--- config.mk ---
export PLATFORM = sky130hd
export DESIGN_NAME = uart_tx
export DESIGN_NICKNAME = d
export VERILOG_FILES = /design/src/rtl/uart_pkg.sv /design/src/rtl/uart_bit_timer.sv /design/src/rtl/uart_tx.sv
export SDC_FILE = /design/constraint.sdc
export NUM_CORES = 1
export LEC_CHECK = 0
export BUFFER_PORTS_ARGS = -buffer_cell sky130_fd_sc_hd__buf_2
export CAP_MARGIN = 10
export CORE_ASPECT_RATIO = 1.1
export CORE_UTILIZATION = 56
export CTS_CLUSTER_DIAMETER = 150
export DETAILED_ROUTE_END_ITERATION = 12
export GPL_TIMING_DRIVEN = 0
export PLACE_DENSITY = 0.84
export SKIP_LAST_GASP = 1
export SLEW_MARGIN = 20
export SYNTH_ARGS = -nofsm -noshare
export SYNTH_HDL_FRONTEND = slang
export SYNTH_SLANG_ARGS = --single-unit
--- constraint.sdc ---
create_clock -name clk_i -period 2.25 [get_ports clk_i]
set_input_delay 0 -clock clk_i [delete_from_list [all_inputs] [get_ports clk_i]]
set_output_delay 0 -clock clk_i [all_outputs]
set_load 0.01 [all_outputs]
--- src/rtl/uart_pkg.sv ---
// Shared definitions for the UART transmit/receive blocks: state encoding
// and the default bit timing derived from the board clock and baud rate.
package uart_pkg;

    typedef enum logic [1:0] {
        IDLE  = 2'd0,
        START = 2'd1,
        DATA  = 2'd2,
        STOP  = 2'd3
    } uart_tx_state_t;

    localparam int CLK_HZ       = 100_000_000;
    localparam int BAUD         = 115200;
    localparam int CLKS_PER_BIT = CLK_HZ / BAUD;

endpackage

--- src/rtl/uart_bit_timer.sv ---
// Bit-period counter in the system clock domain. Counts 0..CLKS_PER_BIT-1
// and holds at the terminal count, where tick_o marks the end of a bit.
// The load port lets a receiver start mid-bit (half-bit preload).
module uart_bit_timer #(
    parameter int CLKS_PER_BIT = 868
) (
    input  logic                              clk_i,
    input  logic                              rst_i,
    input  logic                              clr_i,
    input  logic                              load_i,
    input  logic [$clog2(CLKS_PER_BIT)-1:0]   load_val_i,
    output logic                              tick_o
);

    localparam int CNT_W = $clog2(CLKS_PER_BIT);

    logic [CNT_W-1:0] count;

    assign tick_o = (count == CNT_W'(CLKS_PER_BIT - 1));

    // Counter: clear wins over preload; stops at terminal instead of wrapping.
    always_ff @(posedge clk_i) begin
        if (rst_i || clr_i) begin
            count <= '0;
        end else if (load_i) begin
            count <= load_val_i;
        end else if (!tick_o) begin
            count <= count + CNT_W'(1);
        end
    end

endmodule

--- src/rtl/uart_tx.sv ---
// UART transmitter: accepts one word per valid/ready handshake and sends it
// as start bit, DATA_BITS payload bits LSB first, then STOP_BITS stop bits.
// tx_o is registered from the next-state decode so the line changes on the
// same edge as the state register.
module uart_tx
    import uart_pkg::*;
#(
    parameter int CLKS_PER_BIT = uart_pkg::CLKS_PER_BIT,
    parameter int DATA_BITS    = 8,
    parameter int STOP_BITS    = 1
) (
    input  logic                 clk_i,
    input  logic                 rst_i,
    input  logic [DATA_BITS-1:0] data_i,
    input  logic                 valid_i,
    output logic                 ready_o,
    output logic                 tx_o,
    output logic                 busy_o,
    output logic                 done_o
);

    localparam int IDX_W = $clog2(DATA_BITS + 1);

    if (CLKS_PER_BIT < 2) begin : g_bad_clks_per_bit
        $fatal(1, "uart_tx: CLKS_PER_BIT must be >= 2");
    end
    if (DATA_BITS < 5 || DATA_BITS > 9) begin : g_bad_data_bits
        $fatal(1, "uart_tx: DATA_BITS must be 5..9");
    end
    if (STOP_BITS != 1 && STOP_BITS != 2) begin : g_bad_stop_bits
        $fatal(1, "uart_tx: STOP_BITS must be 1 or 2");
    end

    uart_tx_state_t       state, state_next;
    logic [DATA_BITS-1:0] shift, shift_next;
    logic [IDX_W-1:0]     bit_idx, bit_idx_next;
    logic                 tx_next;
    logic                 done_next;
    logic                 bit_tick;
    logic                 timer_clr;

    // Every state change happens on a bit-end tick or on leaving IDLE, so
    // this clears the timer on each state entry and at each bit boundary.
    assign timer_clr = (state == IDLE) || bit_tick;

    uart_bit_timer #(
        .CLKS_PER_BIT(CLKS_PER_BIT)
    ) u_bit_timer (
        .clk_i      (clk_i),
        .rst_i      (rst_i),
        .clr_i      (timer_clr),
        .load_i     (1'b0),
        .load_val_i ('0),
        .tick_o     (bit_tick)
    );

    assign ready_o = (state == IDLE);
    assign busy_o  = !ready_o;

    // Next-state, shift register, bit index and line-level decode.
    always_comb begin
        state_next   = state;
        shift_next   = shift;
        bit_idx_next = bit_idx;
        done_next    = 1'b0;
        case (state)
            IDLE: begin
                if (valid_i) begin
                    state_next   = START;
                    shift_next   = data_i;
                    bit_idx_next = '0;
                end
            end
            START: begin
                if (bit_tick) begin
                    state_next   = DATA;
                    bit_idx_next = '0;
                end
            end
            DATA: begin
                if (bit_tick) begin
                    shift_next = shift >> 1;
                    if (bit_idx == IDX_W'(DATA_BITS - 1)) begin
                        state_next   = STOP;
                        bit_idx_next = '0;
                    end else begin
                        bit_idx_next = bit_idx + IDX_W'(1);
                    end
                end
            end
            STOP: begin
                if (bit_tick) begin
                    if (bit_idx == IDX_W'(STOP_BITS - 1)) begin
                        state_next   = IDLE;
                        bit_idx_next = '0;
                        done_next    = 1'b1;
                    end else begin
                        bit_idx_next = bit_idx + IDX_W'(1);
                    end
                end
            end
            default: begin
                state_next = IDLE;
            end
        endcase

        case (state_next)
            START:   tx_next = 1'b0;
            DATA:    tx_next = shift_next[0];
            default: tx_next = 1'b1;
        endcase
    end

    // Control state and registered outputs; reset abandons any frame.
    always_ff @(posedge clk_i) begin
        if (rst_i) begin
            state   <= IDLE;
            bit_idx <= '0;
            tx_o    <= 1'b1;
            done_o  <= 1'b0;
        end else begin
            state   <= state_next;
            bit_idx <= bit_idx_next;
            tx_o    <= tx_next;
            done_o  <= done_next;
        end
    end

    // Payload shift register; only meaningful while a frame is in flight.
    always_ff @(posedge clk_i) begin
        shift <= shift_next;
    end

endmodule

==> flow_summary.toml <==
[status]
outcome = "finished, final reports clean"

[setup_path]
critPathRequiredTime_ns = 2.45
r2r_cells = 6
criticalPathCategory = "reg -> reg"
critPathLaunchType = "flop"
arrival_ns = 2.19
cp_max_fo = 5
cp-end-kind = "flop"

[floorplan]
fp-row-count = 17
fp.dieW_um = 47.0
die_area_um2 = 2430
initial_core_util_pct = 60.6
design.core.area_um2 = 2060
die_h_um = 51.6
pin_count = 15

[layout]
nNetsFinal = 160
antenna_cells = 0
fill_cells = 165
area_growth_pct = 18.6
drive_above_1_share_pct = 22.8
final_cell_area_um2 = 1480

[sta]
final.setup.tns_ns = 0
holdWs_ns = 0.0509
drv_slew = 0
slew_headroom_pct = 73.1
layout_setup_ws_ns = 0.265
skew_ns = 0.00537
worstMarginPinSlew_ns = 0.403
rsz0062_at_grt = "no"
min_period_ns = 1.98
setup_viol = 0
final.period_utilization_pct = 88.2
hold_viol_final = 0
fmax_mhz = 504

[clocking]
cts_root_buf = "clkbuf_4"
clock_sinks = 26
cts.path.max_buffers = 2
cts_tree = "built"
numCtsBuffers = 3
clk_pin_slew_worst_paths_ns = 0.14
htree_levels = 1
clk_latency_ns = 0.32

[routing]
dr.pass1.iters = 4
vias_per_cell = 5.69
routed_wl_mm = 2.43
num_vias = 984
drt_drc_violations_left = 0
post_drt_wl_per_cell_um = 14.1
ant_nets = 0
drt_iter0_drc = 18

[yosys]
synth_top_area_cell = "dfxtp_1"
synth_nets = 134
yosys_register_bits = 26
synth_enable_flop_cells = 7
synth_warnings = 0
synth_cell_types = 42
ys_seq_area_share_pct = 47.2
syn_avg_cell_area_um2 = 10.4
synthTopCellsByCount = "dfxtp_1, nor2_1, a21oi_1, edfxtp_1, nand3_1"
synth_flop_cell = "dfxtp_1"
synthArstFlopShare_pct = 0
synthCells = 120
netlist_area_um2 = 1250
ys_top_cells_by_area = "dfxtp_1, edfxtp_1, a22o_1"
synth_top_area_share_pct = 30.4
synth_most_common_cell = "dfxtp_1"

[place]
place_area_um2 = 1350
hpwl_mm = 1.65
place.gp.congestion = 0.881
io_buffer_count = 13
place_ws_ns = 0.332

[min_path]
hp-class = "in -> reg"
hold_depth = 3

[grt]
grt_util_all_layers_pct = 23.2
grt_pass1_wl_mm = 4.03
grt_pass1_vias = 938
grt_overflow = 0
grt_max_degree = 16
antenna_found_initial = 0

[power]
p_leak_nw = 0.545
p_sw_uw = 186
p_int_uw = 719
p_seq_share_pct = 56.2
combPwrFrac_pct = 8.9
power_uw = 905
vdd_drop_max_uv = 586
swShare_pct = 20.5
power-per-cell-area_nw_per_um2 = 611
pwr-share-clk_pct = 34.9

[run]
drv_cap = 0
[timing repair]
item,CTS,global route
setup buffers,0,0
hold endpoints to repair,13,0
gates resized for setup,0,0
hold buffers,8,0
[area by class of cell]
| type | count | area, µm² | share of cell area [%] |
|---|---|---|---|
| Buffer | 5 | 31.3 | 2.11 |
| Clock buffer | 3 | 22.5 | 1.52 |
| Clock inverter | 1 | 30.0 | 2.03 |
| Inverter | 6 | 22.5 | 1.52 |
| Multi-Input combinational cell | 83 | 606 | 40.8 |
| Sequential cell | 26 | 591 | 39.8 |
| Tap cell | 28 | 35.0 | 2.36 |
| Timing Repair Buffer | 21 | 145 | 9.79 |
[worst max-delay path, cell delays in order (launching register included)]
cell and delay, ns:
dfxtp_1 0.39, ha_1 0.26, and4bb_4 0.30, nand3_1 0.17, or3_1 0.38, a211oi_1 0.27
o22ai_1 0.11
[flip-flops by register name, summed over array words and instances, names as in the netlist]
name / count
u_bit_timer.count: 10
shift: 8
done_o: 1
bit_idx: 4
tx_o: 1
state: 2
[power groups by stage]
stage,Sequential [mW],Combinational [mW],Clock [mW]
finish,0.509,0.0802,0.316
global route,0.511,0.0873,0.342
CTS,0.508,0.0792,0.324
detailed placement,0.519,0.0680,0
global placement,0.517,0.0664,0
floorplan,0.517,0.0457,0
[cells by family after synthesis]
family	after synthesis	share of synthesized area [%]
AOI/OAI and AO/OA	22	13.5
adders and majority gates	3	3.00
DFF	26	47.2
xor gates and xnor gates	8	5.61
and+or+nand+nor	48	24.7
buffers and inverters	11	4.30
muxes	2	1.60
[final timing paths]
| check | slack [ns] | startpoint | endpoint |
|---|---|---|---|
| setup / recovery | 0.27 | u_bit_timer.count[0] | tx_o |
| hold / removal | 0.05 | data_i[0] | shift[0] |
| setup reg to reg | 0.27 | u_bit_timer.count[0] | tx_o |
| hold reg to reg | 0.47 | u_bit_timer.count[0] | u_bit_timer.count[0] |
[through the flow]
stage / util (%) / instances
after detailed placement: 65.4 / 161
final: 71.9 / 173
after floorplan: - / 120
after global routing: 71.9 / 173
after CTS: 71.9 / 173
after global placement: 65.4 / 161
[routing by layer]
| layer | share of wire, % | up-vias | global-route usage (%) |
|---|---|---|---|
| met5 | 0 | - | 0 |
| met1 | 41 | 472 | 27.6 |
| met4 | 1.3 | 0 | 9.52 |
| met2 | 55 | 25 | 40.5 |
| li1 | - | 483 | - |
| met3 | 3.2 | 4 | 3.13 |
[placed cells by master (no fill, tap or decap), types with 2 or more instances in the layout]
| master | n |
|---|---|
| a21oi_1 | 7 |
| a22o_1 | 6 |
| and3_1 | 2 |
| buf_2 | 14 |
| buf_4 | 2 |
| clkbuf_4 | 4 |
| dfxtp_1 | 19 |
| dlygate4sd3_1 | 8 |
| edfxtp_1 | 7 |
| ha_1 | 3 |
| inv_1 | 6 |
| mux2i_1 | 2 |
| nand2_1 | 2 |
| nand3_1 | 7 |
| nand4_1 | 2 |
| nor2_1 | 12 |
| nor2b_1 | 3 |
| nor3_1 | 2 |
| o21ai_0 | 3 |
| or2_2 | 2 |
| or3_1 | 3 |
| xnor2_1 | 2 |
| xor2_1 | 6 |
(Power assumes the default switching activity.)
